`config.mk`:
```
export PLATFORM = sky130hd
export DESIGN_NAME = vga_cell_scan
export DESIGN_NICKNAME = d
export VERILOG_FILES = /design/src/rtl/vga_pkg.sv /design/src/rtl/vga_timing.sv /design/src/rtl/vga_cell_scan.sv
export SDC_FILE = /design/constraint.sdc
export NUM_CORES = 1
export LEC_CHECK = 0
export ABC_AREA = 1
export BUFFER_PORTS_ARGS = -buffer_cell sky130_fd_sc_hd__buf_2
export CAP_MARGIN = 30
export CORE_ASPECT_RATIO = 2
export CORE_UTILIZATION = 35
export CTS_CLUSTER_SIZE = 28
export DETAILED_ROUTE_END_ITERATION = 10
export PLACE_DENSITY = 0.56
export SLEW_MARGIN = 30
export SYNTH_ARGS = -nofsm -noshare
export SYNTH_HDL_FRONTEND = slang
export SYNTH_SLANG_ARGS = --single-unit
```
`constraint.sdc`:
```
create_clock -name clk -period 1.95 [get_ports clk]
set_input_delay 0.2925 -clock clk [delete_from_list [all_inputs] [get_ports clk]]
set_output_delay 0.2925 -clock clk [all_outputs]
set_load 0.01 [all_outputs]
```
`src/rtl/vga_pkg.sv`:
```
// Shared 640x480@60 VGA timing constants and cell-grid geometry.
package vga_pkg;

    localparam int H_VISIBLE = 640;
    localparam int H_FP      = 16;
    localparam int H_SYNC    = 96;
    localparam int H_BP      = 48;
    localparam int H_TOTAL   = H_VISIBLE + H_FP + H_SYNC + H_BP;

    localparam int V_VISIBLE = 480;
    localparam int V_FP      = 10;
    localparam int V_SYNC    = 2;
    localparam int V_BP      = 33;
    localparam int V_TOTAL   = V_VISIBLE + V_FP + V_SYNC + V_BP;

    localparam int H_SYNC_START = H_VISIBLE + H_FP;
    localparam int H_SYNC_END   = H_SYNC_START + H_SYNC;
    localparam int V_SYNC_START = V_VISIBLE + V_FP;
    localparam int V_SYNC_END   = V_SYNC_START + V_SYNC;

    localparam int CELLS_X = 32;
    localparam int CELLS_Y = 32;

endpackage

```
`src/rtl/vga_timing.sv`:
```
// Pixel-rate divider, 800x525 h/v counters, raw (undelayed) sync and visible flags, frame_start.
module vga_timing import vga_pkg::*; #(
    parameter int CLK_DIV = 4
) (
    input  logic       i_clk,
    input  logic       i_rst,
    output logic       o_pix_tick,
    output logic [9:0] o_h,
    output logic [9:0] o_v,
    output logic       o_hsync_n,
    output logic       o_vsync_n,
    output logic       o_visible,
    output logic       o_frame_start
);

    localparam int DIV_W = (CLK_DIV > 1) ? $clog2(CLK_DIV) : 1;

    logic [DIV_W-1:0] r_div;
    logic             r_run;
    logic [9:0]       r_h;
    logic [9:0]       r_v;

    // r_run keeps the divider at 0 on the first clock after reset so pixel (0,0) gets a full CLK_DIV clocks
    always_ff @(posedge i_clk) begin
        if (i_rst) begin
            r_run <= 1'b0;
            r_div <= '0;
        end else begin
            r_run <= 1'b1;
            if (r_run)
                r_div <= o_pix_tick ? '0 : r_div + DIV_W'(1);
        end
    end

    always_ff @(posedge i_clk) begin
        if (i_rst) begin
            r_h <= '0;
            r_v <= '0;
        end else if (o_pix_tick) begin
            if (r_h == 10'(H_TOTAL - 1)) begin
                r_h <= '0;
                r_v <= (r_v == 10'(V_TOTAL - 1)) ? '0 : r_v + 10'd1;
            end else begin
                r_h <= r_h + 10'd1;
            end
        end
    end

    assign o_pix_tick    = r_run && (r_div == DIV_W'(CLK_DIV - 1));
    assign o_h           = r_h;
    assign o_v           = r_v;
    assign o_hsync_n     = !((r_h >= 10'(H_SYNC_START)) && (r_h < 10'(H_SYNC_END)));
    assign o_vsync_n     = !((r_v >= 10'(V_SYNC_START)) && (r_v < 10'(V_SYNC_END)));
    assign o_visible     = r_run && (r_h < 10'(H_VISIBLE)) && (r_v < 10'(V_VISIBLE));
    assign o_frame_start = o_pix_tick && (r_h == 10'd0) && (r_v == 10'd0);

endmodule

```
`src/rtl/vga_cell_scan.sv`:
```
// Cell-grid VGA scanner: one RGB565 word per 20x15 cell, RGB444 out with 1-pixel latency.
// Build macro VGA_BORDER_EN forces a white one-pixel border around the visible area.
module vga_cell_scan import vga_pkg::*; #(
    parameter int CLK_DIV = 4,
    parameter int CELL_W  = 20,
    parameter int CELL_H  = 15
) (
    input  logic        clk,
    input  logic        rst,
    output logic        mem_en,
    output logic [9:0]  mem_addr,
    input  logic [15:0] mem_dout,
    output logic        hsync,
    output logic        vsync,
    output logic [11:0] rgb,
    output logic        frame_start
);

    localparam int SX_W = $clog2(CELL_W);
    localparam int SY_W = $clog2(CELL_H);

    logic            w_tick;
    logic [9:0]      w_h;
    logic [9:0]      w_v;
    logic            w_hsync_n;
    logic            w_vsync_n;
    logic            w_visible;
    logic [SX_W-1:0] r_sub_x;
    logic [SY_W-1:0] r_sub_y;
    logic [4:0]      r_col;
    logic [4:0]      r_row;
    logic [11:0]     w_rgb_p0;
    logic            r_hsync_p1;
    logic            r_vsync_p1;
    logic [11:0]     r_rgb_p1;
`ifdef VGA_BORDER_EN
    logic            w_border;
`endif

    vga_timing #(.CLK_DIV(CLK_DIV)) u_timing (
        .i_clk        (clk),
        .i_rst        (rst),
        .o_pix_tick   (w_tick),
        .o_h          (w_h),
        .o_v          (w_v),
        .o_hsync_n    (w_hsync_n),
        .o_vsync_n    (w_vsync_n),
        .o_visible    (w_visible),
        .o_frame_start(frame_start)
    );

    function automatic logic [11:0] rgb565_to_444(input logic [15:0] px);
        return {4'(px >> 12), 4'(px >> 7), 4'(px >> 1)};
    endfunction

    // Cell counters track (h, v) incrementally and saturate at the last cell through blanking
    always_ff @(posedge clk) begin
        if (rst) begin
            r_sub_x <= '0;
            r_col   <= '0;
            r_sub_y <= '0;
            r_row   <= '0;
        end else if (w_tick) begin
            if (w_h == 10'(H_TOTAL - 1)) begin
                r_sub_x <= '0;
                r_col   <= '0;
                if (w_v == 10'(V_TOTAL - 1)) begin
                    r_sub_y <= '0;
                    r_row   <= '0;
                end else if (w_v < 10'(V_VISIBLE)) begin
                    if (r_sub_y == SY_W'(CELL_H - 1)) begin
                        r_sub_y <= '0;
                        if (r_row != 5'(CELLS_Y - 1))
                            r_row <= r_row + 5'd1;
                    end else begin
                        r_sub_y <= r_sub_y + SY_W'(1);
                    end
                end
            end else if (w_h < 10'(H_VISIBLE)) begin
                if (r_sub_x == SX_W'(CELL_W - 1)) begin
                    r_sub_x <= '0;
                    if (r_col != 5'(CELLS_X - 1))
                        r_col <= r_col + 5'd1;
                end else begin
                    r_sub_x <= r_sub_x + SX_W'(1);
                end
            end
        end
    end

    assign mem_en   = w_visible;
    assign mem_addr = {r_row, r_col};

`ifdef VGA_BORDER_EN
    assign w_border = (w_h == 10'd0) || (w_h == 10'(H_VISIBLE - 1)) ||
                      (w_v == 10'd0) || (w_v == 10'(V_VISIBLE - 1));
`endif

    // p0: colour for the current (h, v); memory data has settled by the tick since CLK_DIV >= 2
    always_comb begin
        w_rgb_p0 = rgb565_to_444(mem_dout);
`ifdef VGA_BORDER_EN
        if (w_border)
            w_rgb_p0 = 12'hFFF;
`endif
        if (!w_visible)
            w_rgb_p0 = '0;
    end

    // p1: syncs and colour registered together on the pixel tick
    always_ff @(posedge clk) begin
        if (rst) begin
            r_hsync_p1 <= 1'b1;
            r_vsync_p1 <= 1'b1;
            r_rgb_p1   <= '0;
        end else if (w_tick) begin
            r_hsync_p1 <= w_hsync_n;
            r_vsync_p1 <= w_vsync_n;
            r_rgb_p1   <= w_rgb_p0;
        end
    end

    assign hsync = r_hsync_p1;
    assign vsync = r_vsync_p1;
    assign rgb   = r_rgb_p1;

endmodule
```
==> results of run 1 <==
synth_stat cells (all sizes together), types with 2 or more instances:
cell / count / area (um^2)
a211oi: 2 / 15.0
clkinv: 2 / 12.5
nor3: 12 / 76.3
dfxtp: 56 / 1120
xnor2: 2 / 17.5
a21oi: 21 / 105
nand3: 43 / 225
nor3b: 4 / 45.1
ha: 12 / 150
xor2: 6 / 52.6
nand2: 97 / 374
o21ai: 11 / 58.8
nor4: 3 / 18.8
inv: 45 / 171
buf: 5 / 40.0
nand4: 14 / 118
nor2: 52 / 230
clkbuf: 4 / 15.0
sequential cells by signal, summed over array words and instances, names as in the netlist:
register        count
vsync               1
u_timing.r_div      2
u_timing.r_run      1
u_timing.o_h       10
rgb                12
r_col               5
hsync               1
r_row               5
r_sub_y             4
u_timing.o_v       10
r_sub_x             5
kinds of logic (layout without fill, tap and decap cells):
logic type	after synthesis	count (layout)	share of synthesized area, %
and+or+nand+nor	227	227	37.9
DFF	56	56	38.7
buffers and inverters	56	104	8.24
xor gates and xnor gates	8	8	2.42
adders and majority gates	12	12	5.18
AOI/OAI and AO/OA	39	39	7.55
power breakdown:
part	internal, W	switching [W]
Sequential	0.00115	0.00000675
Clock	0.000515	0.000433
Combinational	0.0000352	0.0000579
final timing paths:
path / from / to / slack [ns] / depth (start not counted)
setup reg to reg: u_timing.o_v[1] / r_row[1] / 0.22 / 9
hold / removal: mem_dout[3] / rgb[2] / 0.21 / 3
setup / recovery: u_timing.r_div[0] / frame_start / 0.14 / 6
hold reg to reg: rgb[8] / rgb[8] / 0.47 / 2
worst reg2reg max path: stages, from the launching register on:
cell and delay (ns):
dfxtp_1 0.35, inv_1 0.09, ha_2 0.20, nand3_1 0.09, nor2_2 0.17, a21oi_1 0.10
nor2_2 0.33, nand4_1 0.16, nand2_1 0.09, nor2_1 0.04
metal layers:
metal	routed length (um)	vias up	track usage (%)	share of wire (%)
met1	2560	1251	17.2	37
met4	211	0	8.64	3.0
met2	4010	61	34.0	57
met5	0	-	0	0
met3	209	15	3.04	3.0
li1	-	1396	-	-
cell type report:
| class | instances | area [um^2] |
|---|---|---|
| multi-input cells | 286 | 1560 |
| clock inverters | 2 | 13.8 |
| flip-flops and latches | 56 | 1120 |
| repair buffers | 49 | 270 |
| clock buffers | 6 | 139 |
| inverters | 47 | 186 |
| well taps | 96 | 120 |
| fillers | 834 | 4590 |
through the flow:
| step | worst slack, ns | instances | utilization (%) |
|---|---|---|---|
| floorplan | 0.439 | 398 | - |
| CTS | 0.00376 | 542 | 42.4 |
| detailed placement | 0.203 | 534 | 40.4 |
| finish | 0.139 | 542 | 42.6 |
| global route | -0.000501 | 542 | 42.6 |
| global placement | 0.231 | 534 | 40.4 |
repair_timing:
action | CTS | global route
resized for setup | 1 | 4
setup endpoints to repair | 1 | 1
hold endpoints to repair | 0 | 0
==> metrics.txt, run 1 <==
status complete, no violations; commonest non-fill, non-tap cell in the layout nand2_1; CTS H-tree depth 2; first-pass GRT wire length 11600 um; Worst path slowest cell dfxtp_1; Final Hold Vio Count 0; worst path cell trace ha_1 -> nand2_2 -> inv_4 -> nand4_1 -> nor4_4 -> buf_2; CTS clk-pin slew, worst paths 0.07 ns; Final Setup Violations 0; Crit. End Element primary output; Rel. slew slack 73.0%; Bufs on Longest Clock Path 2; Max Cap Viol 0; initial antenna violation count 0; peak supply drop 0.432 mV; final period utilization 92.9%; Area after DPL 3230 um^2; syn nets 428; crit-path max FO 6; boundary pin count 44; Final Total Pwr 0.00220 W; Synth Cell Area 2900 um^2; CTS tree built; root buffer cell clkbuf_16; post-CTS setup buffers 0; hold_buf cts 0; CTS Buf Count 5; most frequent cells in the layout 93 x nand2_1, 56 x dfxtp_1, 44 x nor2_1; Buf/Inv on CP 2; worst hold margin 0.208 ns; Netlist cell types 40; nets@finish 475; Hold/Removal Path Class in2reg; Initial Utilization 36.2%; register bit total from synthesis 56; Avg WL per Cell 12.9 um; max-slew violations 0; Layout area overhead 17.7%; Slew @ Worst Pin 0.405 ns; final WL 6990 um; critical path class reg2out; GRT Total Usage 17.6%; First-pass DRT Iterations 5; EDFF count, synth 0; synth warn 0; ys async rst share 0%; die height 131 um; CORE AREA 8000 um^2; post-route cell area 3410 um^2; Clock Latency Late Sink 0.30 ns; CTS sink count 56; Final GP Congestion 0.857; Post-DRT Antenna Nets 0; I/O Buffers 39; Worst Setup Start Kind flip-flop; largest net degree at the start of global routing 21; DR vias 2723; Leak 1.56 nW; Detailed Route Iter0 Violations 117; Crit path required time 1.66 ns; Top delay family on crit path simple AND/OR/NAND/NOR gates; dominant synthesized flop cell dfxtp_1; minimum clock period 1.81 ns; site row count 46; # diodes 0; Final HPWL DP 5520 um; remaining global-route overflow 0; Post-Synthesis Cells 398; crit-path max cell delay 0.36 ns; FMAX 552 MHz; layout cell share with drive strength beyond 1 20.2%; setup TNS 0 ns; syn_area_per_cell 7.28 um^2; vias per cell 5.02; clk_skew 0.00392 ns; number of global-route vias before repair 2625; die area 8670 um^2; DRC 0; Power Dens Cells 645 nW/um^2; Critical Path AT 1.52 ns; chip width 66.4 um; register area share after synthesis 38.7%
Note: power is estimated with default switching activity, not from simulation.
==> run 2, diff against run 1 <==
==> constraint.sdc (replaced) <==
create_clock -name clk -period 1.95 [get_ports clk]
set_input_delay 0 -clock clk [delete_from_list [all_inputs] [get_ports clk]]
set_output_delay 0 -clock clk [all_outputs]
set_load 0.01 [all_outputs]
==> metrics.txt, run 2 (synthesis results as in run 1) <==
first-pass GRT wire length 12000 um (+3.2%); Worst path slowest cell dfxtp_1; Bufs on Longest Clock Path 2 (unchanged); Crit. End Element flip-flop; Final HPWL DP 5500 um (-0.30%); Final Setup Violations 0 (unchanged); Buf/Inv on CP 1 (-1); status complete, no violations; post-route cell area 3540 um^2 (+3.7%); max-slew violations 0 (unchanged); # diodes 0 (unchanged); Crit path required time 2.14 ns (+0.48 ns); Detailed Route Iter0 Violations 66 (-44%); Reg-to-Reg End r_sub_y[1]; Hold/Removal Path Class in2reg; worst hold start rst; Combinational Power Share 4.7% (+0.5 points); Leak 1.62 nW (+3.6%); number of global-route vias before repair 2782 (+6.0%); nets@finish 486 (+2.3%); clk_skew 0.00475 ns (+0.000831 ns); boundary pin count 44 (unchanged); Clock Latency Late Sink 0.30 ns (about the same); First-pass DRT Iterations 4 (-1); internal reg-to-reg setup slack 0.17 ns (-0.05 ns); die height 131 um (unchanged); Final Hold Vio Count 0 (unchanged); site row count 46 (unchanged); Critical Path AT 1.97 ns (+0.45 ns); DP Cell Count 533 (-0.19%); remaining global-route overflow 0 (unchanged); Area after DPL 3230 um^2 (-0.23%); die area 8670 um^2 (unchanged); Avg WL per Cell 13.0 um (+0.51%); Final Total Pwr 0.00234 W (+6.4%); final WL 7170 um (+2.5%); Power Dens Cells 661 nW/um^2 (+2.6%); root buffer cell clkbuf_16; Setup crit start u_timing.o_v[1]; most frequent cells in the layout 93 x nand2_1, 56 x dfxtp_1, 43 x nor2_1; Clk pwr share 45.7% (+2.6 points); Top delay family on crit path simple AND/OR/NAND/NOR gates; DRC 0 (unchanged); crit-path max FO 6 (unchanged); Sw Pwr 0.000494 W (-0.73%); Sw Ratio 21.1% (-1.5 points); Fill cells 830 (-0.48%); Slew @ Worst Pin 0.502 ns (+0.0969 ns); layout cell share with drive strength beyond 1 19.3% (-0.92 points); largest net degree at the start of global routing 21 (unchanged); chip width 66.4 um (unchanged); dpl ws 0.198 ns (-0.00466 ns); initial antenna violation count 0 (unchanged); FMAX 561 MHz (+1.6%); Crit path top cell by count nand2_1; Max Cap Viol 0 (unchanged); GRT Total Usage 18.1% (+0.49 points); CTS sink count 56 (unchanged); vias per cell 5.04 (+0.24%); Final GP Congestion 0.920 (+7.4%); CTS H-tree depth 2 (unchanged); critical path class reg2reg; DR vias 2785 (+2.3%); CTS Buf Count 5 (unchanged); CTS clk-pin slew, worst paths 0.07 ns (about the same); commonest non-fill, non-tap cell in the layout nand2_1; I/O Buffers 39 (unchanged); minimum clock period 1.78 ns (-0.0288 ns); worst r2r src u_timing.o_v[1]; worst path cell trace inv_1 -> ha_1 -> nand3_1 -> nor2_2 -> nand2_1 -> nand2_1 -> nand3_1 -> nand2_1 -> nor2_1; critical path depth 9 (+3); fin cells 553 (+2.0%); Initial Utilization 36.2% (unchanged); crit-path max cell delay 0.35 ns (about the same); Layout area overhead 22.0%; Worst Setup Start Kind flip-flop; Internal Power 0.00185 W (+8.4%); Rel. slew slack 66.5% (-6.5 points); Post-DRT Antenna Nets 0 (unchanged); peak supply drop 0.505 mV (+17%); CTS tree built; final period utilization 91.4% (-1.5 points); max reg flops 12 (unchanged); fin worst setup slack 0.168 ns (+0.0288 ns); CORE AREA 8000 um^2 (unchanged); r2r worst-path depth 9 (unchanged); CP Capture Point r_sub_y[1]; Flop pwr share 49.5% (-3.2 points)
-- run 2: stage by stage --
stage / utilization [%] / TNS [ns] / hold WS (ns)
floorplan: - / 0 / 0.131
global placement: 40.3 / 0 / 0.217
detailed placement: 40.3 / 0 / 0.227
CTS: 44.1 / 0 / 0.116
global route: 44.2 / -0.130 / 0.138
finish: 44.2 / 0 / 0.109
-- run 2: repair_timing --
action,CTS,global route
hold endpoints to repair,12,0
hold buffers,12,0
resized for setup,0,3
buffers inserted,0,0
endpoints found under the setup margin,0,3
-- run 2: routing by layer --
| metal | share of wire, % | GRT usage [%] | vias up |
|---|---|---|---|
| li1 | - | - | 1423 |
| met1 | 37 | 17.5 | 1299 |
| met2 | 57 | 35.4 | 45 |
| met3 | 2.4 | 2.69 | 18 |
| met4 | 3.3 | 9.01 | 0 |
| met5 | 0 | 0 | - |
-- run 2: area by class of cell --
type	count	area (um^2)	share of cell area [%]
clock inverter	2	38.8	1.10
inverter	47	184	5.20
multi-input combinational	286	1550	43.9
clock buffer	6	139	3.93
sequential	56	1120	31.7
timing repair buffer	60	383	10.8
tap	96	120	3.40
-- run 2: worst min path at each step --
stage                     slack (ns)       end  depth (start not counted)
after floorplan                 0.13    rgb[0]                          2
after global placement          0.22    rgb[9]                          3
after detailed placement        0.23    rgb[1]                          3
after CTS                       0.12  r_row[2]                          3
after global routing            0.14  r_col[3]                          3
final                           0.11  r_row[2]                          3
-- run 2: tightest hold or removal path, cell delays in order --
cell	delay (ns)
buf_2	0.10
buf_4	0.21
a21oi_1	0.05
-- run 2: power groups by stage --
stage          clock [W]  sequential [W]  combinational [W]
2_1_floorplan          0         0.00119          0.0000521
3_3_place_gp           0         0.00118          0.0000905
3_5_place_dp           0         0.00119          0.0000918
6_report         0.00107         0.00116           0.000111
4_1_cts          0.00109         0.00116           0.000111
5_1_grt          0.00113         0.00116           0.000123
==> run 3, diff against run 2 <==
--- a/config.mk
+++ b/config.mk
@@ -5,14 +5,13 @@
 export SDC_FILE = /design/constraint.sdc
 export NUM_CORES = 1
 export LEC_CHECK = 0
-export ABC_AREA = 1
 export BUFFER_PORTS_ARGS = -buffer_cell sky130_fd_sc_hd__buf_2
 export CAP_MARGIN = 30
 export CORE_ASPECT_RATIO = 2
 export CORE_UTILIZATION = 35
 export CTS_CLUSTER_SIZE = 28
 export DETAILED_ROUTE_END_ITERATION = 10
-export PLACE_DENSITY = 0.56
+export PLACE_DENSITY = 0.57
 export SLEW_MARGIN = 30
 export SYNTH_ARGS = -nofsm -noshare
 export SYNTH_HDL_FRONTEND = slang
==> metrics.txt, run 3 <==
status complete, no violations; Rel. slew slack 69.0% (+2.4 points); Buf/Inv on CP 1 (unchanged); Clk pwr share 42.9% (-2.8 points); Crit path required time 2.16 ns (+0.02 ns); remaining global-route overflow 0 (unchanged); Slew @ Worst Pin 0.459 ns (-0.0421 ns); DR vias 2605 (-6.5%); synth top area cells dfxtp_1 40%, ha_1 5.3%, nand3_1 5.0%; cell with the most instances after synthesis dfxtp_1; Critical Path AT 2.01 ns (+0.04 ns); syn nets 350 (-18%); register bit total from synthesis 56 (unchanged); CTS sink count 56 (unchanged); # diodes 0 (unchanged); EDFF count, synth 0 (unchanged); crit-path max FO 24 (+18); layout cell share with drive strength beyond 1 20.5% (+1.3 points); minimum clock period 1.80 ns (+0.0155 ns); Detailed Route Iter0 Violations 119 (+80%); CTS H-tree depth 2 (unchanged); multi-input logic area 1550 um^2 (about the same); fin worst setup slack 0.152 ns (-0.0155 ns); clk_skew 0.00873 ns (+0.00398 ns); Avg WL per Cell 15.1 um (+17%); Sw Ratio 24.1% (+3.0 points); Worst path slowest cell dfxtp_1; boundary pin count 44 (unchanged); internal reg-to-reg setup slack 0.15 ns (-0.02 ns); crit-path max cell delay 0.41 ns (+0.06 ns); syn_area_per_cell 8.79 um^2 (+21%); die height 129 um (-1.5%); Clock Latency Late Sink 0.30 ns (about the same); CTS Buf Count 5 (unchanged); Leak 1.42 nW (-12%); DRC 0 (unchanged); Post-DRT Antenna Nets 0 (unchanged); Post-Synthesis Cells 320 (-20%); Netlist cell types 52 (+30%); worst hold start rst; initial antenna violation count 0 (unchanged); Crit. End Element flip-flop; worst path cell trace ha_1 -> and3_4 -> and4_1 -> buf_12 -> a41oi_1 -> a311oi_1; Power Dens Cells 645 nW/um^2 (-2.5%); number of global-route vias before repair 2619 (-5.9%); max-slew violations 0 (unchanged); setup TNS 0 ns (unchanged); post-route cell area 3490 um^2 (-1.4%); Top delay family on crit path simple AND/OR/NAND/NOR gates; commonest non-fill, non-tap cell in the layout dfxtp_1; chip width 65.4 um (-1.4%); Final HPWL DP 5090 um (-7.5%); Worst Setup Start Kind flip-flop; Final GP Congestion 0.807 (-12%); dominant synthesized flop cell dfxtp_1; CTS clk-pin slew, worst paths 0.08 ns (about the same); Setup crit start u_timing.o_h[1]; CORE AREA 7710 um^2 (-3.6%); largest net degree at the start of global routing 25 (+19%); nets@finish 409 (-16%); flip-flop and latch area 1120 um^2 (unchanged); Bufs on Longest Clock Path 2 (unchanged); peak supply drop 0.592 mV (+17%); Initial Utilization 36.5% (+0.24 points); first-pass GRT wire length 12200 um (+2.1%); Synth Cell Area 2810 um^2 (-2.9%); Fill cells 769 (-7.3%); Area after DPL 3200 um^2 (-0.93%); fin cells 474 (-14%); Combinational Power Share 5.1% (+0.4 points); Sw Pwr 0.000541 W (+9.7%); CTS tree built; vias per cell 5.50 (+9.1%); Hold/Removal Path Class in2reg; First-pass DRT Iterations 4 (unchanged); root buffer cell clkbuf_16; Internal Power 0.00171 W (-7.4%); synth warn 0 (unchanged); ys async rst share 0% (unchanged); dpl ws 0.00802 ns (-0.190 ns); site row count 45 (-2.2%); Post-synth top cells 56 x dfxtp_1, 28 x nand3_1, 21 x nand2_1; share of the synthesized area in the top cell type 39.8% (+1.2 points); Layout area overhead 24.0%; Max Cap Viol 0 (unchanged); register area share after synthesis 39.8% (+1.2 points); final period utilization 92.2% (+0.79 points); Final Hold Vio Count 0 (unchanged); Final Setup Violations 0 (unchanged); most frequent cells in the layout 56 x dfxtp_1, 39 x buf_2, 28 x nand3_1; Flop pwr share 52.0% (+2.5 points); DP Cell Count 453 (-15%); GRT Total Usage 18.7% (+0.66 points); die area 8420 um^2 (-2.9%); max reg flops 12 (unchanged); final WL 7170 um (about the same); worst r2r src u_timing.o_h[1]; I/O Buffers 39 (unchanged); post-synth top area cell dfxtp_1; critical path class reg2reg; FMAX 556 MHz (-0.86%)
## run 3: changes by cell type in the layout (fill, tap and decap cells not counted), moves of 7 or more
cell | before | now
and3_1 | 1 | 8
buf_4 | 9 | 21
nand2_1 | 93 | 21
a21oi_1 | 21 | 11
a31oi_1 | 1 | 8
nor2_1 | 43 | 16
nand3_1 | 41 | 28
a22o_1 | 0 | 12
inv_1 | 39 | 13
## run 3: cell families after synthesis
logic type,after synthesis,synth area share [%]
and+or+nand+nor,127,25.3
AOI/OAI and AO/OA,76,19.5
DFF,56,39.8
buffers and inverters,35,5.42
adders and majority gates,12,5.34
xor gates and xnor gates,8,2.49
muxes,6,2.13
## run 3: power by group through the flow
stage	sequential [W]	clock (W)	combinational, W
after floorplan	0.00120	0	0.0000541
after global placement	0.00120	0	0.0000936
after detailed placement	0.00120	0	0.0000958
after CTS	0.00117	0.000996	0.000114
after global routing	0.00117	0.00104	0.000128
final	0.00117	0.000965	0.000115
## run 3: worst paths after layout
check                            to  cells after the start
setup / recovery    u_timing.o_v[3]                      6
hold / removal    u_timing.r_div[1]                      2
setup reg to reg    u_timing.o_v[3]                      6
hold reg to reg              rgb[6]                      1
## run 3: layout make-up
class	instances	area share, %
tap	94	3.37
clock inverter	3	0.825
sequential	56	32.1
timing repair buffer	73	14.1
clock buffer	5	3.59
inverter	14	1.51
multi-input combinational	229	44.4
## run 3: metrics by stage
| stage | utilization [%] | hold slack, ns | total power, W |
|---|---|---|---|
| 6_report | 45.2 | 0.0723 | 0.00225 |
| 4_1_cts | 45.0 | 0.0652 | 0.00228 |
| 2_1_floorplan | - | 0.126 | 0.00125 |
| 3_5_place_dp | 41.4 | 0.216 | 0.00129 |
| 3_3_place_gp | 41.4 | 0.209 | 0.00129 |
| 5_1_grt | 45.2 | 0.0901 | 0.00234 |
## run 3: routing by layer
metal  routed length, um  share of wire (%)  track usage [%]
met1                3000                 42             20.7
met2                3840                 54             33.7
met3                 181                2.5             3.19
met4                 148                2.1             8.82
met5                   0                  0                0
## run 3: repair_timing
item,in CTS,in global routing
hold endpoints to repair,12,0
buffers inserted,0,1
endpoints found under the setup margin,3,47
hold buffers,12,0
pin swaps,0,1
gates resized for setup,0,5
